File: src/rtl/hdd_pkg.sv
// Definitions shared by the ProDOS HDD register interface and the SD block bridge:
// transfer FSM states, sector-buffer geometry and ProDOS command/status codes.
package hdd_pkg;

  localparam int BLOCK_BYTES = 512;
  localparam int SEC_ADDR_W  = 9;

  typedef enum logic [2:0] {
    ST_IDLE    = 3'd0,
    ST_RD_REQ  = 3'd1,
    ST_RD_XFER = 3'd2,
    ST_WR_REQ  = 3'd3,
    ST_WR_XFER = 3'd4,
    ST_DONE    = 3'd5
  } hdd_state_t;

  // ProDOS block-device command codes and status bytes
  localparam logic [7:0] PRODOS_CMD_STATUS = 8'h00;
  localparam logic [7:0] PRODOS_CMD_READ   = 8'h01;
  localparam logic [7:0] PRODOS_CMD_WRITE  = 8'h02;
  localparam logic [7:0] PRODOS_CMD_FORMAT = 8'h03;
  localparam logic [7:0] PRODOS_STAT_OK    = 8'h00;
  localparam logic [7:0] PRODOS_STAT_IOERR = 8'h27;
  localparam logic [7:0] PRODOS_STAT_NODEV = 8'h28;
  localparam logic [7:0] PRODOS_STAT_WPROT = 8'h2B;

endpackage

File: src/rtl/hdd_sd_bridge.sv
// Moves one 512-byte block between the HDD sector buffer and the host SD block
// port, tracks image mount state and holds busy while a transfer is in flight.
module hdd_sd_bridge
  import hdd_pkg::*;
#(
  parameter logic [31:0] LBA_OFFSET = 32'd0,
  parameter int          TIMEOUT_W  = 24
) (
  input  logic                  CLK_14M,
  input  logic                  RESET,
  input  logic                  hdd_read,
  input  logic                  hdd_write,
  input  logic [15:0]           sector,
  output logic                  hdd_mounted,
  output logic                  hdd_protect,
  output logic [SEC_ADDR_W-1:0] ram_addr,
  output logic [7:0]            ram_di,
  input  logic [7:0]            ram_do,
  output logic                  ram_we,
  output logic                  busy,
  output logic                  error,
  input  logic                  img_mounted,
  input  logic                  img_readonly,
  input  logic [63:0]           img_size,
  output logic [31:0]           sd_lba,
  output logic                  sd_rd,
  output logic                  sd_wr,
  input  logic                  sd_ack,
  input  logic [SEC_ADDR_W-1:0] sd_buff_addr,
  input  logic [7:0]            sd_buff_dout,
  output logic [7:0]            sd_buff_din,
  input  logic                  sd_buff_wr
);

  localparam logic [TIMEOUT_W-1:0] TMAX = '1;
  localparam logic [TIMEOUT_W-1:0] TONE = {{(TIMEOUT_W-1){1'b0}}, 1'b1};

  hdd_state_t           state;
  logic [TIMEOUT_W-1:0] tcnt;
  logic [TIMEOUT_W-1:0] tcnt_inc;

  assign tcnt_inc = tcnt + TONE;

  // ram_do is already a registered RAM output; only expose it while the host reads
  assign sd_buff_din = (state == ST_WR_XFER) ? ram_do : 8'h00;

  always_ff @(posedge CLK_14M) begin
    if (RESET) begin
      state       <= ST_IDLE;
      tcnt        <= '0;
      hdd_mounted <= 1'b0;
      hdd_protect <= 1'b0;
      ram_addr    <= '0;
      ram_di      <= 8'h00;
      ram_we      <= 1'b0;
      busy        <= 1'b0;
      error       <= 1'b0;
      sd_lba      <= 32'h0;
      sd_rd       <= 1'b0;
      sd_wr       <= 1'b0;
    end else begin
      if (img_mounted) begin
        hdd_mounted <= |img_size;
        hdd_protect <= img_readonly;
      end
      ram_we <= 1'b0;
      case (state)
        ST_IDLE: begin
          tcnt <= '0;
          if (hdd_mounted && (hdd_read || (hdd_write && !hdd_protect))) begin
            sd_lba <= {16'h0, sector} + LBA_OFFSET;
            busy   <= 1'b1;
            error  <= 1'b0;
            if (hdd_read) begin
              sd_rd <= 1'b1;
              state <= ST_RD_REQ;
            end else begin
              sd_wr <= 1'b1;
              state <= ST_WR_REQ;
            end
          end
        end
        ST_RD_REQ: begin
          if (sd_ack) begin
            // a strobe in the very first ack cycle must not be lost
            sd_rd    <= 1'b0;
            ram_we   <= sd_buff_wr;
            ram_addr <= sd_buff_addr;
            ram_di   <= sd_buff_dout;
            state    <= ST_RD_XFER;
          end else if (tcnt_inc == TMAX) begin
            error <= 1'b1;
            sd_rd <= 1'b0;
            state <= ST_DONE;
          end else begin
            tcnt <= tcnt_inc;
          end
        end
        ST_WR_REQ: begin
          if (sd_ack) begin
            sd_wr <= 1'b0;
            state <= ST_WR_XFER;
          end else if (tcnt_inc == TMAX) begin
            error <= 1'b1;
            sd_wr <= 1'b0;
            state <= ST_DONE;
          end else begin
            tcnt <= tcnt_inc;
          end
        end
        ST_RD_XFER: begin
          ram_we   <= sd_buff_wr & sd_ack;
          ram_addr <= sd_buff_addr;
          ram_di   <= sd_buff_dout;
          if (!sd_ack) begin
            state <= ST_DONE;
          end
        end
        ST_WR_XFER: begin
          ram_addr <= sd_buff_addr;
          if (!sd_ack) begin
            state <= ST_DONE;
          end
        end
        ST_DONE: begin
          busy  <= 1'b0;
          state <= ST_IDLE;
        end
        default: begin
          busy  <= 1'b0;
          sd_rd <= 1'b0;
          sd_wr <= 1'b0;
          state <= ST_IDLE;
        end
      endcase
    end
  end

endmodule
File: config.mk
export PLATFORM = sky130hd
export DESIGN_NAME = hdd_sd_bridge
export DESIGN_NICKNAME = d
export VERILOG_FILES = /design/src/rtl/hdd_pkg.sv /design/src/rtl/hdd_sd_bridge.sv
export SDC_FILE = /design/constraint.sdc
export NUM_CORES = 1
export LEC_CHECK = 0
export ABC_AREA = 1
export CAP_MARGIN = 20
export CORE_MARGIN = 4
export CORE_UTILIZATION = 40
export DETAILED_ROUTE_END_ITERATION = 12
export DONT_BUFFER_PORTS = 1
export GPL_TIMING_DRIVEN = 0
export SYNTH_ARGS = -nofsm -noshare
export SYNTH_HDL_FRONTEND = slang
export SYNTH_SLANG_ARGS = --single-unit
File: constraint.sdc
create_clock -name CLK_14M -period 3.6 [get_ports CLK_14M]
set_clock_uncertainty 0.05 [all_clocks]
set_input_delay 0.72 -clock CLK_14M [delete_from_list [all_inputs] [get_ports CLK_14M]]
set_output_delay 0.72 -clock CLK_14M [all_outputs]
set_load 0.05 [all_outputs]
# Word-level counts from Yosys, hierarchy flattened
# Index checks and enable logic that the tools add are counted.
totals:
  regBits: 67
  output_inout_bits: 64
  word_cells: 87
op_classes:
  n_mux: 31
  n_reduce_logical: 23
  n_eq_ne: 16
  n_bitwise: 4
  addsub: 1
ops:
  columns: ["op", "n"]
  rows:
  - ["64-bit OR reduction", 1]
  - ["24-bit 2-to-1 mux", 2]
  - ["24-bit case mux with 2 select lines", 1]
  - ["24-bit by 1-bit adder with 24-bit output, second input constant", 1]
  - ["24-bit == test, second input constant", 1]
  - ["9-bit case mux with 2 select lines", 1]
  - ["8-bit 2-to-1 mux", 2]
  - ["8-bit case mux with 2 select lines", 1]
  - ["3-bit 2-to-1 mux", 5]
  - ["2-bit != test, second input constant", 7]
  - ["3-bit case mux with 4 select lines", 1]
  - ["4-bit AND reduction", 3]
  - ["4-bit OR reduction", 3]
  - ["1-bit 2-to-1 mux", 11]
  - ["2-bit AND reduction", 5]
  - ["9-bit 2-to-1 mux", 1]
  - ["3-bit by 2-bit == test with 1-bit output, second input constant", 2]
  - ["3-bit == test, second input constant", 2]
  - ["3-bit != test, second input constant", 2]
  - ["1-bit case mux with 2 select lines", 3]
  - ["1-bit case mux with 3 select lines", 2]
  - ["2-bit nonzero test", 3]
  - ["2-bit OR reduction", 2]
  - ["3-bit by 1-bit == test with 1-bit output, second input constant", 1]
  - ["other kinds (9)", 12]

# Depth between registers and ports, before layout
# Gate-level depths: netlist (run 1).
logic_depth:
  word_depth: 6
  ltp_mapped: 17

# Worst setup path after synthesis (run 1)
# No wires, ideal clock.
synth_path:
  path_type: "reg-to-output"
  startpoint: "reg state[2]"
  endpoint: "out sd_buff_din[0]"
  path_slack_ns: 1.261
  arrival_time_ns: 1.569
  path_stages_with_launch: 5
  n_path_buf: 0
  path_cell_list: "dfxtp_1 -> inv_1 -> nor2_1 -> clkinv_1 -> nor2_1"
synth_via:
  elab_chain_len: 2
synth_rtl:
  columns: ["item", "line_no", "rtl"]
  rows:
  - ["start: declaration", "hdd_sd_bridge.sv:38", "hdd_state_t state;"]
  - ["start signal: assignment", "hdd_sd_bridge.sv:49", "state <= ST_IDLE;"]
  - ["start signal: assignment", "hdd_sd_bridge.sv:76", "state <= ST_RD_REQ;"]
  - ["start signal: assignment", "hdd_sd_bridge.sv:79", "state <= ST_WR_REQ;"]
  - ["3-bit == test", "hdd_sd_bridge.sv:45", "assign sd_buff_din = (state == ST_WR_XFER) ? ram_do : 8'h00;"]
  - ["8-bit 2-to-1 mux", "hdd_sd_bridge.sv:45", null]
  - ["end: declaration", "hdd_sd_bridge.sv:31", "output logic [7:0] sd_buff_din,"]
# Every way passes these cells.

# Worst setup path after layout (run 1)
layout_path:
  startpoint: "reg state[2]"
  endpoint: "out sd_buff_din[7]"
# Same word-level chain as after synthesis.

==> metrics.yaml, run 1 <==
cts:
  cts.sink_count: 67
  clkTransAtPathRegs_ns: 0.07
  post-cts-setup-buffer-count: 0
  post_cts_resize_count: 0
  cts-htree-levels: 3
  ctsRootBufferMaster: "sky130_fd_sc_hd__clkbuf_8"
  cts.hold.buffers_added: 0
  cts_tree: "done"
  clockBufferDepth: 2
  cts_made_buffers: 9
  clk-insertion-delay-late_ns: 0.35
final_layout:
  flow.area_growth_from_synthesis_pct: 10.10
  final_common_cell: "sky130_fd_sc_hd__nor2_1"
  filler_cell_count: 1081
  nets: 760
  drive_above_1_share: 0.1125
  most-common-layout-cells: "152 x sky130_fd_sc_hd__nor2_1, 120 x sky130_fd_sc_hd__nand2_1, 67 x sky130_fd_sc_hd__dfxtp_1, 58 x sky130_fd_sc_hd__inv_1, 51 x sky130_fd_sc_hd__nand3_1"
  diodes: 0
  layout_cells_excl_fill: 782
critical_path:
  setup.worst_path.class: "flip-flop to primary output"
  crit_path_frequent_cell: "sky130_fd_sc_hd__nor2_1"
  path_cells: "inv_1 -> nor2_1 -> clkinv_1 -> nor2_1"
  cpMaxStageDelayCell: "sky130_fd_sc_hd__nor2_1"
  cp-startpoint: "state[2]"
  worst_path_largest_cell_delay_ns: 0.76
  r2r_setup_slack_ns: 1.05
  crit-reg2reg-launch: "tcnt[1]"
  timing.critical_path.fanout_max: 9
  setup.worst_path.start_class: "flip-flop"
  worstReg2RegEnd: "tcnt[5]"
  end_of_the_critical_path: "sd_buff_din[7]"
  arrival_worst_endpoint_ns: 2.18
  critical_path_required_ns: 2.83
  worstRegToRegCells: 15
  crit_path_end_kind: "primary output"
floorplan:
  design.die.area_sq_mm: 0.01160
  start_util: 0.4086
  ioPinCount: 177
  dieHeight_um: 107.7
  rows: 36
  width_of_the_chip_um: 107.7
  design.core.area_sq_mm: 0.009729
global_routing:
  grt_first_pass_wirelength_um: 17930
  grt.total_usage: 0.1932
  grt_max_degree: 13
  globalRouteOverflowTotal: 0
  antenna_found_initial: 0
  first_global_vias: 3697
sta:
  setup_slack_ns: 0.6463
  slew_viol_final: 0
  layout_min_cycle_time_ns: 2.954
  clock.fmax_ghz: 0.3386
  finalSetupTns_ns: 0
  slew-limit-headroom: 0.3951
  setup_violations: 0
  timing.final.hold_violations: 0
  final.period_utilization: 0.8205
  grt_setup_unrepaired: "false"
  timing_worst_slew_pin_value_ns: 0.9041
placement:
  place.gp.congestion: 0.8613
  dp_hpwl_um: 8706
  post-place-cells: 766
  detailedPlace.worstSlack_ns: 0.9767
  numPortBuffers: 0
drt:
  routed_wire_length_per_instance_um: 14.08
  drt_iter0_drc: 147
  detailroute.via_count: 3901
  drt_pre_antenna_iters: 5
  drc_errors: 0
  route.final.wire_length_um: 11010
  antenna_left: 0
  via_per_inst: 4.988
outcome:
  status: "complete, no violations"
power:
  static-leakage-power_nw: 1.870
  max-vdd-ir-drop_uv: 451.4
  power.density_cell_area_mw_per_mm2: 861.6
logic_synthesis:
  mapped_area_sq_mm: 0.003975
  async_set_or_reset_register_ratio_after_synthesis: 0
  netlist-cell-type-count: 34
  postSynth.topFlopCell: "sky130_fd_sc_hd__dfxtp_1"
  avgSynthCellArea_sq_um: 6.432
  synthesis.yosys.warnings: 0
  synth-edff-count: 0
  synth.ff_latch_count: 67
  yosysSeqAreaShare: 0.3374
  post_synth_inst_count: 618
hold_path:
  timing.hold.worst.class: "primary input to flip-flop"
run:
  maxCapViolations: 0
==> power breakdown <==
part           leakage [nW]  switching, mW  total [mW]  internal, mW
clock network        0.0960          0.301       0.569         0.268
registers             0.549          0.616        1.61         0.999
logic                  1.22           1.06        1.59         0.525
total                  1.87           1.98        3.77          1.79
==> how the worst min path moves through the flow <==
stage | startpoint | end | slack, ns | cells after the start
after floorplan | tcnt[23] | tcnt[23] | 0.49 | 4
after global placement | tcnt[23] | tcnt[23] | 0.51 | 4
after detailed placement | tcnt[23] | tcnt[23] | 0.52 | 4
after CTS | RESET | busy | 0.36 | 1
after global routing | RESET | busy | 0.36 | 1
final | RESET | busy | 0.38 | 1
==> kinds of logic (layout without fill, tap and decap cells) <==
kind of cell | Yosys count | in the layout | synth area share
XOR/XNOR | 1 | 1 | 0.002204
other | 1 | 16 | 0.0009434
flip-flops | 67 | 67 | 0.3374
AND/OR/NAND/NOR | 389 | 389 | 0.4444
buffers and inverters | 97 | 113 | 0.1177
adder cells (fa/ha/maj) | 3 | 3 | 0.009444
AO/OA/AOI/OAI | 60 | 60 | 0.08782
==> Yosys cell counts (all sizes together) (5+ instances only) <==
cell type	number	area, sq um
nand3	53	282.8
a21oi	5	25.02
buf	23	165.2
clkbuf	10	57.56
nand2	127	509.2
nor2	175	763.2
nor4	17	106.4
o21ai	41	205.2
a22oi	10	75.07
nand4	10	62.56
dfxtp	67	1341
inv	60	225.2
==> layout make-up <==
class | count | area (sq um) | share of cell area
Tap cell | 133 | 166.4 | 0.03802
Inverter | 63 | 236.5 | 0.05403
Sequential cell | 67 | 1341 | 0.3065
Buffer | 34 | 231.5 | 0.05289
Multi-Input combinational cell | 469 | 2222 | 0.5077
Clock buffer | 10 | 137.6 | 0.03145
Clock inverter | 6 | 41.29 | 0.009434
==> critical path: cells and delay by family (launching register included) <==
| family | cells | cell delay [ns] |
|---|---|---|
| buf+inv | 2 | 0.40 |
| flops | 1 | 0.48 |
| simple gates | 2 | 0.96 |
==> registers in the layout, summed over array words and instances (netlist names) <==
register	flops
tcnt	24
sd_lba	16
ram_addr	9
ram_di	8
state	3
busy	1
error	1
hdd_mounted	1
hdd_protect	1
ram_we	1
sd_rd	1
sd_wr	1
==> stage by stage <==
step	total power, mW	utilization	hold WS, ns	cell area (sq um)
6_report	3.771	0.4498	0.3796	4377
4_1_cts	3.801	0.4498	0.3607	4377
3_3_place_gp	3.188	0.4315	0.5121	4198
3_5_place_dp	3.222	0.4315	0.5228	4198
5_1_grt	4.103	0.4498	0.3586	4377
2_1_floorplan	2.850	-	0.4915	4031
==> layer usage <==
metal,vias up,track usage,wire (um),part of all wire
li1,1996,-,-,-
met1,1775,0.2412,4713,0.43
met2,118,0.3184,5309,0.48
met3,12,0.05879,861,0.078
met4,0,0.06041,126,0.011
met5,-,0,0,0
Note: power is estimated with default switching activity, not from simulation.
==> run 2, diff against run 1 <==
==> constraint.sdc (replaced) <==
create_clock -name CLK_14M -period 2.4 [get_ports CLK_14M]
set_clock_uncertainty 0.05 [all_clocks]
set_input_delay 0.48 -clock CLK_14M [delete_from_list [all_inputs] [get_ports CLK_14M]]
set_output_delay 0.48 -clock CLK_14M [all_outputs]
set_load 0.05 [all_outputs]
==> run 2 against run 1 <==
  * Register-to-register slack worse by 1.0 ns
  * Sequential power grew 52%
  * Die area did not move
  * First-iteration DRC count is 6.8% higher
  * Worst setup slack worse by 0.59 ns
  * Clock-buffer cell count is the same
  * Design area is 8.8% higher
  * Routed wire length increased by 4.8%
==> metrics.yaml, run 2 (same netlist as run 1, synthesis figures left out) <==
sta:
  clock.fmax_ghz: 0.4258
  timing_worst_slew_pin_value_ns: 0.6723  # was 0.9041 ns
  hold-worst-slack_ns: 0.1422  # was 0.3796 ns
  setup_slack_ns: 0.05142  # was 0.6463 ns
  slew_viol_final: 0  # unchanged
  timing.final.hold_violations: 0  # unchanged
  grt_setup_unrepaired: "true"  # was false
  slew-limit-headroom: 0.5518  # was 0.3951
  layout_min_cycle_time_ns: 2.349
  setup_violations: 0  # unchanged
  final.period_utilization: 0.9786
hold_path:
  terminating_pin_of_the_worst_hold_path: "busy"  # unchanged
  depth_of_the_worst_hold_timing_path: 1  # unchanged
  timing.hold.worst.class: "primary input to flip-flop"  # unchanged
  hold_path.startpoint: "RESET"  # unchanged
critical_path:
  crit_path_end_kind: "flip-flop"  # was primary output
  crit-reg2reg-launch: "tcnt[1]"  # unchanged
  critical_path_required_ns: 2.59  # was 2.83 ns
  arrival_worst_endpoint_ns: 2.54  # was 2.18 ns
  path_cells: "ha_4 -> nand2_4 -> nor2_8 -> nand2_4 -> nor2_4 -> nand2_1 -> nand2_1 -> nand2_1 -> nor2_2 -> nand2_1 -> nor2_2 -> nand2_4 -> nand3_4 -> clkbuf_16 -> nand3_2 -> nand2_1 -> nor2_1"  # was inv_1 -> nor2_1 -> clkinv_1 -> nor2_1
  setup.worst_path.class: "flip-flop to flip-flop"  # was flip-flop to primary output
  crit_path_frequent_cell: "sky130_fd_sc_hd__nand2_1"  # was sky130_fd_sc_hd__nor2_1
  timing.critical_path.buf_inv: 1  # was 2
  worst_path_largest_cell_delay_ns: 0.37  # was 0.76 ns
  timing.critical_path.fanout_max: 8  # was 9
  worstRegToRegCells: 17  # was 15
  r2r_setup_slack_ns: 0.05  # was 1.05 ns
  worstReg2RegEnd: "tcnt[20]"  # was tcnt[5]
  cpMaxStageDelayCell: "sky130_fd_sc_hd__dfxtp_4"  # was sky130_fd_sc_hd__nor2_1
  setup.worst_path.start_class: "flip-flop"  # unchanged
  crit_family: "simple AND/OR/NAND/NOR gates"  # unchanged
drt:
  via_per_inst: 5.071  # was 4.988
  drc_errors: 0  # unchanged
  detailroute.via_count: 4047  # was 3,901
  routed_wire_length_per_instance_um: 14.46  # was 14.08 um
  drt_pre_antenna_iters: 4  # was 5
  drt_iter0_drc: 157  # was 147
  route.final.wire_length_um: 11540  # was 11,010 um
  antenna_left: 0  # unchanged
final_layout:
  nets: 776  # was 760
  diodes: 0  # unchanged
  drive_above_1_share: 0.2030  # was 0.1125
  number_of_flip_flops_under_the_largest_register_name: 24  # unchanged
  layout_cells_excl_fill: 798  # was 782
  top_register: "tcnt"  # unchanged
  most-common-layout-cells: "134 x sky130_fd_sc_hd__nor2_1, 111 x sky130_fd_sc_hd__nand2_1, 62 x sky130_fd_sc_hd__dfxtp_1, 57 x sky130_fd_sc_hd__inv_1, 41 x sky130_fd_sc_hd__nand3_1"  # was 152 x sky130_fd_sc_hd__nor2_1, 120 x sky130_fd_sc_hd__nand2_1, 67 x sky130_fd_sc_hd__dfxtp_1, 58 x sky130_fd_sc_hd__inv_1, 51 x sky130_fd_sc_hd__nand3_1
  postLayoutCellArea_sq_mm: 0.004761  # was 0.004377 sq mm
  final_common_cell: "sky130_fd_sc_hd__nor2_1"  # unchanged
  flow.area_growth_from_synthesis_pct: 19.77  # was 10.10%
  top_regs: "tcnt (24), sd_lba (16), ram_addr (9)"  # unchanged
  postLayoutCoreUtil: 0.4893  # was 0.4498
power:
  power.density_cell_area_mw_per_mm2: 1269  # was 861.6 mW/mm^2
  p_int_mw: 2.893  # was 1.791 mW
  seq_power_share: 0.403  # was 0.428
  static-leakage-power_nw: 2.027  # was 1.870 nW
  swShare: 0.5213  # was 0.5250
  power.combinational.fraction: 0.455  # was 0.421
  power.net_switching_mw: 3.150  # was 1.980 mW
  power_frac_clock: 0.142  # was 0.151
  max-vdd-ir-drop_uv: 668.9  # was 451.4 uV
cts:
  cts-htree-levels: 3  # unchanged
  cts_tree: "done"  # unchanged
  ctsRootBufferMaster: "sky130_fd_sc_hd__clkbuf_8"  # unchanged
  clkTransAtPathRegs_ns: 0.08  # was 0.07 ns
  cts.sink_count: 67  # unchanged
  cts_made_buffers: 9  # unchanged
  clockBufferDepth: 2  # unchanged
  clk-insertion-delay-late_ns: 0.35  # about the same
placement:
  post-place-cells: 766  # unchanged
  place.gp.congestion: 0.8613  # unchanged
  dp_hpwl_um: 8706  # unchanged
  detailedPlace.worstSlack_ns: -0.1297  # was 0.9767 ns
  numPortBuffers: 0  # unchanged
  detailed_place.area_sq_mm: 0.004198  # unchanged
floorplan:
  design.core.area_sq_mm: 0.009729  # unchanged
  dieHeight_um: 107.7  # unchanged
  rows: 36  # unchanged
  start_util: 0.4086  # unchanged
  width_of_the_chip_um: 107.7  # unchanged
  design.die.area_sq_mm: 0.01160  # unchanged
  ioPinCount: 177  # unchanged
global_routing:
  globalRouteOverflowTotal: 0  # unchanged
  first_global_vias: 3774  # was 3,697
  grt_max_degree: 13  # unchanged
  antenna_found_initial: 0  # unchanged
  grt_first_pass_wirelength_um: 18300  # was 17,930 um
  grt.total_usage: 0.1970  # was 0.1932
run:
  maxCapViolations: 0  # unchanged
outcome:
  status: "complete, no violations"  # unchanged
## run 2: worst register-to-register path: cells and delay by family, from the launching register on
| family | cells | cell delay [ns] |
|---|---|---|
| AND/OR/NAND/NOR | 15 | 1.49 |
| flip-flops | 1 | 0.37 |
| buffers and inverters | 1 | 0.17 |
| adder cells (fa/ha/maj) | 1 | 0.15 |
## run 2: power groups by stage
stage,clock network [mW],registers (mW),logic [mW]
global placement,0,2.44,2.34
floorplan,0,2.34,1.94
CTS,0.883,2.42,2.55
global route,0.934,2.49,3.10
detailed placement,0,2.44,2.39
finish,0.857,2.44,2.75
## run 2: per-stage QoR
step / TNS (ns) / power [mW]
after floorplan: 0 / 4.275
after global placement: -1.404 / 4.782
after detailed placement: -2.225 / 4.832
after CTS: 0 / 5.859
after global routing: -1.103 / 6.526
final: 0 / 6.042
## run 2: how the worst max path moves through the flow
| stage | to | from | depth (start not counted) | slack (ns) |
|---|---|---|---|---|
| floorplan | tcnt[6] | tcnt[1] | 17 | 0.28 |
| global placement | tcnt[6] | tcnt[1] | 17 | -0.09 |
| detailed placement | tcnt[5] | tcnt[1] | 15 | -0.13 |
| CTS | tcnt[8] | tcnt[0] | 16 | 0.002 |
| global route | tcnt[10] | tcnt[0] | 17 | -0.07 |
| finish | tcnt[20] | tcnt[1] | 17 | 0.05 |
## run 2: cell type report
| cell class | count | area [sq um] |
|---|---|---|
| fill | 1036 | 4969 |
| clock buffer | 10 | 137.6 |
| timing repair buffer | 16 | 148.9 |
| sequential | 67 | 1353 |
| inverter | 63 | 241.5 |
| tap | 133 | 166.4 |
| multi-input combinational | 469 | 2422 |
| clock inverter | 6 | 41.29 |
| buffer | 34 | 250.2 |
## run 2: metal layers
metal | up-vias | routed length [um] | part of all wire | global-route usage
li1 | 2038 | - | - | -
met2 | 123 | 5639 | 0.49 | 0.3273
met4 | 0 | 162 | 0.014 | 0.06222
met5 | - | 0 | 0 | 0
met3 | 15 | 875 | 0.076 | 0.05879
met1 | 1871 | 4860 | 0.42 | 0.2442
## run 2: repair_timing
item                                    4_1_cts  5_1_grt
pin swaps                                     7       37
buffers inserted                              7        7
endpoints found under the setup margin       29       57
resized for setup                            33       41
cloned                                        1        1
hold buffers                                  0        0
==> run 3, diff against run 2 <==
==> constraint.sdc (replaced) <==
create_clock -name CLK_14M -period 2.8 [get_ports CLK_14M]
set_clock_uncertainty 0.05 [all_clocks]
set_input_delay 0.56 -clock CLK_14M [delete_from_list [all_inputs] [get_ports CLK_14M]]
set_output_delay 0.56 -clock CLK_14M [all_outputs]
set_load 0.05 [all_outputs]
==> run 3 against run 2 <==
  * Combinational power shrank 26%
  * Clock-buffer cell count stayed put
  * Sequential power fell by 15%
  * Flip-flop and latch count is the same
  * Final cell count is 2.0% lower
  * Global-route usage down 0.38 points
  * Largest cell class unchanged
  * Power is 20% lower
  * Critical path depth decreased by 13
  * Non-clock buffer count fell by 16
  * Largest power group is now sequential cells
  * Clock power fell by 15%
  * Routed wire length decreased by 4.6%
==> metrics.yaml, run 3 (same netlist as run 1, synthesis figures left out) <==
power:
  static-leakage-power_nw: 1.870  # was 2.027 nW
  p_int_mw: 2.305  # was 2.893 mW
  power.combinational.fraction: 0.421  # was 0.455
  power.density_cell_area_mw_per_mm2: 1108  # was 1269 mW/mm^2
  max-vdd-ir-drop_uv: 580.3  # was 668.9 uV
  seq_power_share: 0.428  # was 0.403
  power_frac_clock: 0.151  # was 0.142
  swShare: 0.5248  # was 0.5213
  power.net_switching_mw: 2.545  # was 3.150 mW
critical_path:
  worst_path_largest_cell_delay_ns: 0.76  # was 0.37 ns
  critical_path_required_ns: 2.19  # was 2.59 ns
  setup.worst_path.class: "flip-flop to primary output"  # was flip-flop to flip-flop
  crit_path_frequent_cell: "sky130_fd_sc_hd__nor2_1"  # was sky130_fd_sc_hd__nand2_1
  crit_path_end_kind: "primary output"  # was flip-flop
  timing.critical_path.fanout_max: 9  # was 8
  crit_family: "simple AND/OR/NAND/NOR gates"  # unchanged
  arrival_worst_endpoint_ns: 2.18  # was 2.54 ns
  cpMaxStageDelayCell: "sky130_fd_sc_hd__nor2_1"  # was sky130_fd_sc_hd__dfxtp_4
  setup.worst_path.start_class: "flip-flop"  # unchanged
  timing.critical_path.buf_inv: 2  # was 1
  worstRegToRegCells: 15  # was 17
  path_cells: "inv_1 -> nor2_1 -> clkinv_1 -> nor2_1"  # was ha_4 -> nand2_4 -> nor2_8 -> nand2_4 -> nor2_4 -> nand2_1 -> nand2_1 -> nand2_1 -> nor2_2 -> nand2_1 -> nor2_2 -> nand2_4 -> nand3_4 -> clkbuf_16 -> nand3_2 -> nand2_1 -> nor2_1
  worstSetupPathDepth: 4  # was 17
final_layout:
  layout_cells_excl_fill: 782  # was 798
  number_of_flip_flops_under_the_largest_register_name: 24  # unchanged
  drive_above_1_share: 0.1140  # was 0.2030
  flow.area_growth_from_synthesis_pct: 10.14  # was 19.77%
  diodes: 0  # unchanged
  most-common-layout-cells: "152 x sky130_fd_sc_hd__nor2_1, 120 x sky130_fd_sc_hd__nand2_1, 66 x sky130_fd_sc_hd__dfxtp_1, 58 x sky130_fd_sc_hd__inv_1, 51 x sky130_fd_sc_hd__nand3_1"  # was 134 x sky130_fd_sc_hd__nor2_1, 111 x sky130_fd_sc_hd__nand2_1, 62 x sky130_fd_sc_hd__dfxtp_1, 57 x sky130_fd_sc_hd__inv_1, 41 x sky130_fd_sc_hd__nand3_1
  nets: 760  # was 776
  final_common_cell: "sky130_fd_sc_hd__nor2_1"  # unchanged
  top_register: "tcnt"  # unchanged
  top_regs: "tcnt (24), sd_lba (16), ram_addr (9)"  # unchanged
cts:
  cts_made_buffers: 9  # unchanged
  post_cts_resize_count: 0  # was 33
  clockBufferDepth: 2  # unchanged
  clkTransAtPathRegs_ns: 0.07  # was 0.08 ns
  cts-htree-levels: 3  # unchanged
  clk-insertion-delay-late_ns: 0.35  # about the same
  ctsRootBufferMaster: "sky130_fd_sc_hd__clkbuf_8"  # unchanged
  cts.sink_count: 67  # unchanged
  cts.hold.buffers_added: 0  # unchanged
  cts_tree: "done"  # unchanged
  post-cts-setup-buffer-count: 0  # was 7
sta:
  clock.fmax_ghz: 0.3579
  timing_worst_slew_pin_value_ns: 0.9041  # was 0.6723 ns
  final.period_utilization: 0.9977
  finalSetupTns_ns: 0  # unchanged
  grt_setup_unrepaired: "true"  # unchanged
  timing.final.hold_violations: 0  # unchanged
  hold-worst-slack_ns: 0.2196  # was 0.1422 ns
  slew-limit-headroom: 0.3951  # was 0.5518
  layout_min_cycle_time_ns: 2.794
  setup_violations: 0  # unchanged
  slew_viol_final: 0  # unchanged
floorplan:
  rows: 36  # unchanged
  start_util: 0.4086  # unchanged
  width_of_the_chip_um: 107.7  # unchanged
  design.die.area_sq_mm: 0.01160  # unchanged
  ioPinCount: 177  # unchanged
  dieHeight_um: 107.7  # unchanged
  design.core.area_sq_mm: 0.009729  # unchanged
drt:
  drc_errors: 0  # unchanged
  detail_route.wirelength.met1_um: 4713  # was 4860 um
  drt_iter0_drc: 147  # was 157
  antenna_left: 0  # unchanged
  detailroute.via_count: 3901  # was 4,047
  routed_wire_length_per_instance_um: 14.08  # was 14.46 um
  dr_wl_met3_um: 861  # was 875 um
  route.final.wire_length_um: 11010  # was 11,540 um
  highest_layer: "met4"  # unchanged
  drt_pre_antenna_iters: 5  # was 4
  via_per_inst: 4.988  # was 5.071
  met2RoutedLength_um: 5309  # was 5639 um
global_routing:
  grt_first_pass_wirelength_um: 17930  # was 18,300 um
  antenna_found_initial: 0  # unchanged
  grt.total_usage: 0.1932  # was 0.1970
  first_global_vias: 3697  # was 3,774
  globalRouteOverflowTotal: 0  # unchanged
  grt_max_degree: 13  # unchanged
placement:
  dp_hpwl_um: 8706  # unchanged
  post-place-cells: 766  # unchanged
  place.gp.congestion: 0.8613  # unchanged
  numPortBuffers: 0  # unchanged
outcome:
  status: "complete, no violations"  # unchanged
hold_path:
  timing.hold.worst.class: "primary input to flip-flop"  # unchanged
  depth_of_the_worst_hold_timing_path: 1  # unchanged
run:
  maxCapViolations: 0  # unchanged
-- run 3: layout make-up --
type / instances / area (sq um)
clock inverters: 6 / 41.29
plain buffers: 34 / 231.5
well taps: 133 / 166.4
multi-input cells: 469 / 2222
flip-flops and latches: 67 / 1343
clock buffers: 10 / 137.6
fillers: 1080 / 5351
inverters: 63 / 236.5
-- run 3: final timing paths --
path / end / slack [ns] / start
worst max-delay path: sd_buff_din[7] / 0.006 / state[2]
worst min-delay path: busy / 0.22 / RESET
worst max register to register: tcnt[5] / 0.31 / tcnt[0]
worst min register to register: tcnt[23] / 0.53 / tcnt[23]
-- run 3: layer usage --
| layer | global-route usage | vias to the layer above |
|---|---|---|
| met4 | 0.06041 | 0 |
| met1 | 0.2412 | 1775 |
| met2 | 0.3184 | 118 |
| met3 | 0.05879 | 12 |
| li1 | - | 1996 |
| met5 | 0 | - |
-- run 3: per-stage QoR --
step                power, mW  setup WS, ns  area [sq um]  utilization
floorplan               3.664        0.6208          4031            -
global placement        4.099        0.3135          4198       0.4315
detailed placement      4.142        0.2703          4198       0.4315
CTS                     4.887      -0.05590          4377       0.4498
global route            5.277       -0.1890          4378       0.4500
finish                  4.850      0.006309          4378       0.4500
-- run 3: power groups by stage --
stage	sequential [mW]	clock [mW]	combinational, mW
2_1_floorplan	2.00	0	1.66
3_3_place_gp	2.09	0	2.01
3_5_place_dp	2.09	0	2.05
4_1_cts	2.07	0.757	2.06
5_1_grt	2.12	0.800	2.35
6_report	2.08	0.732	2.04
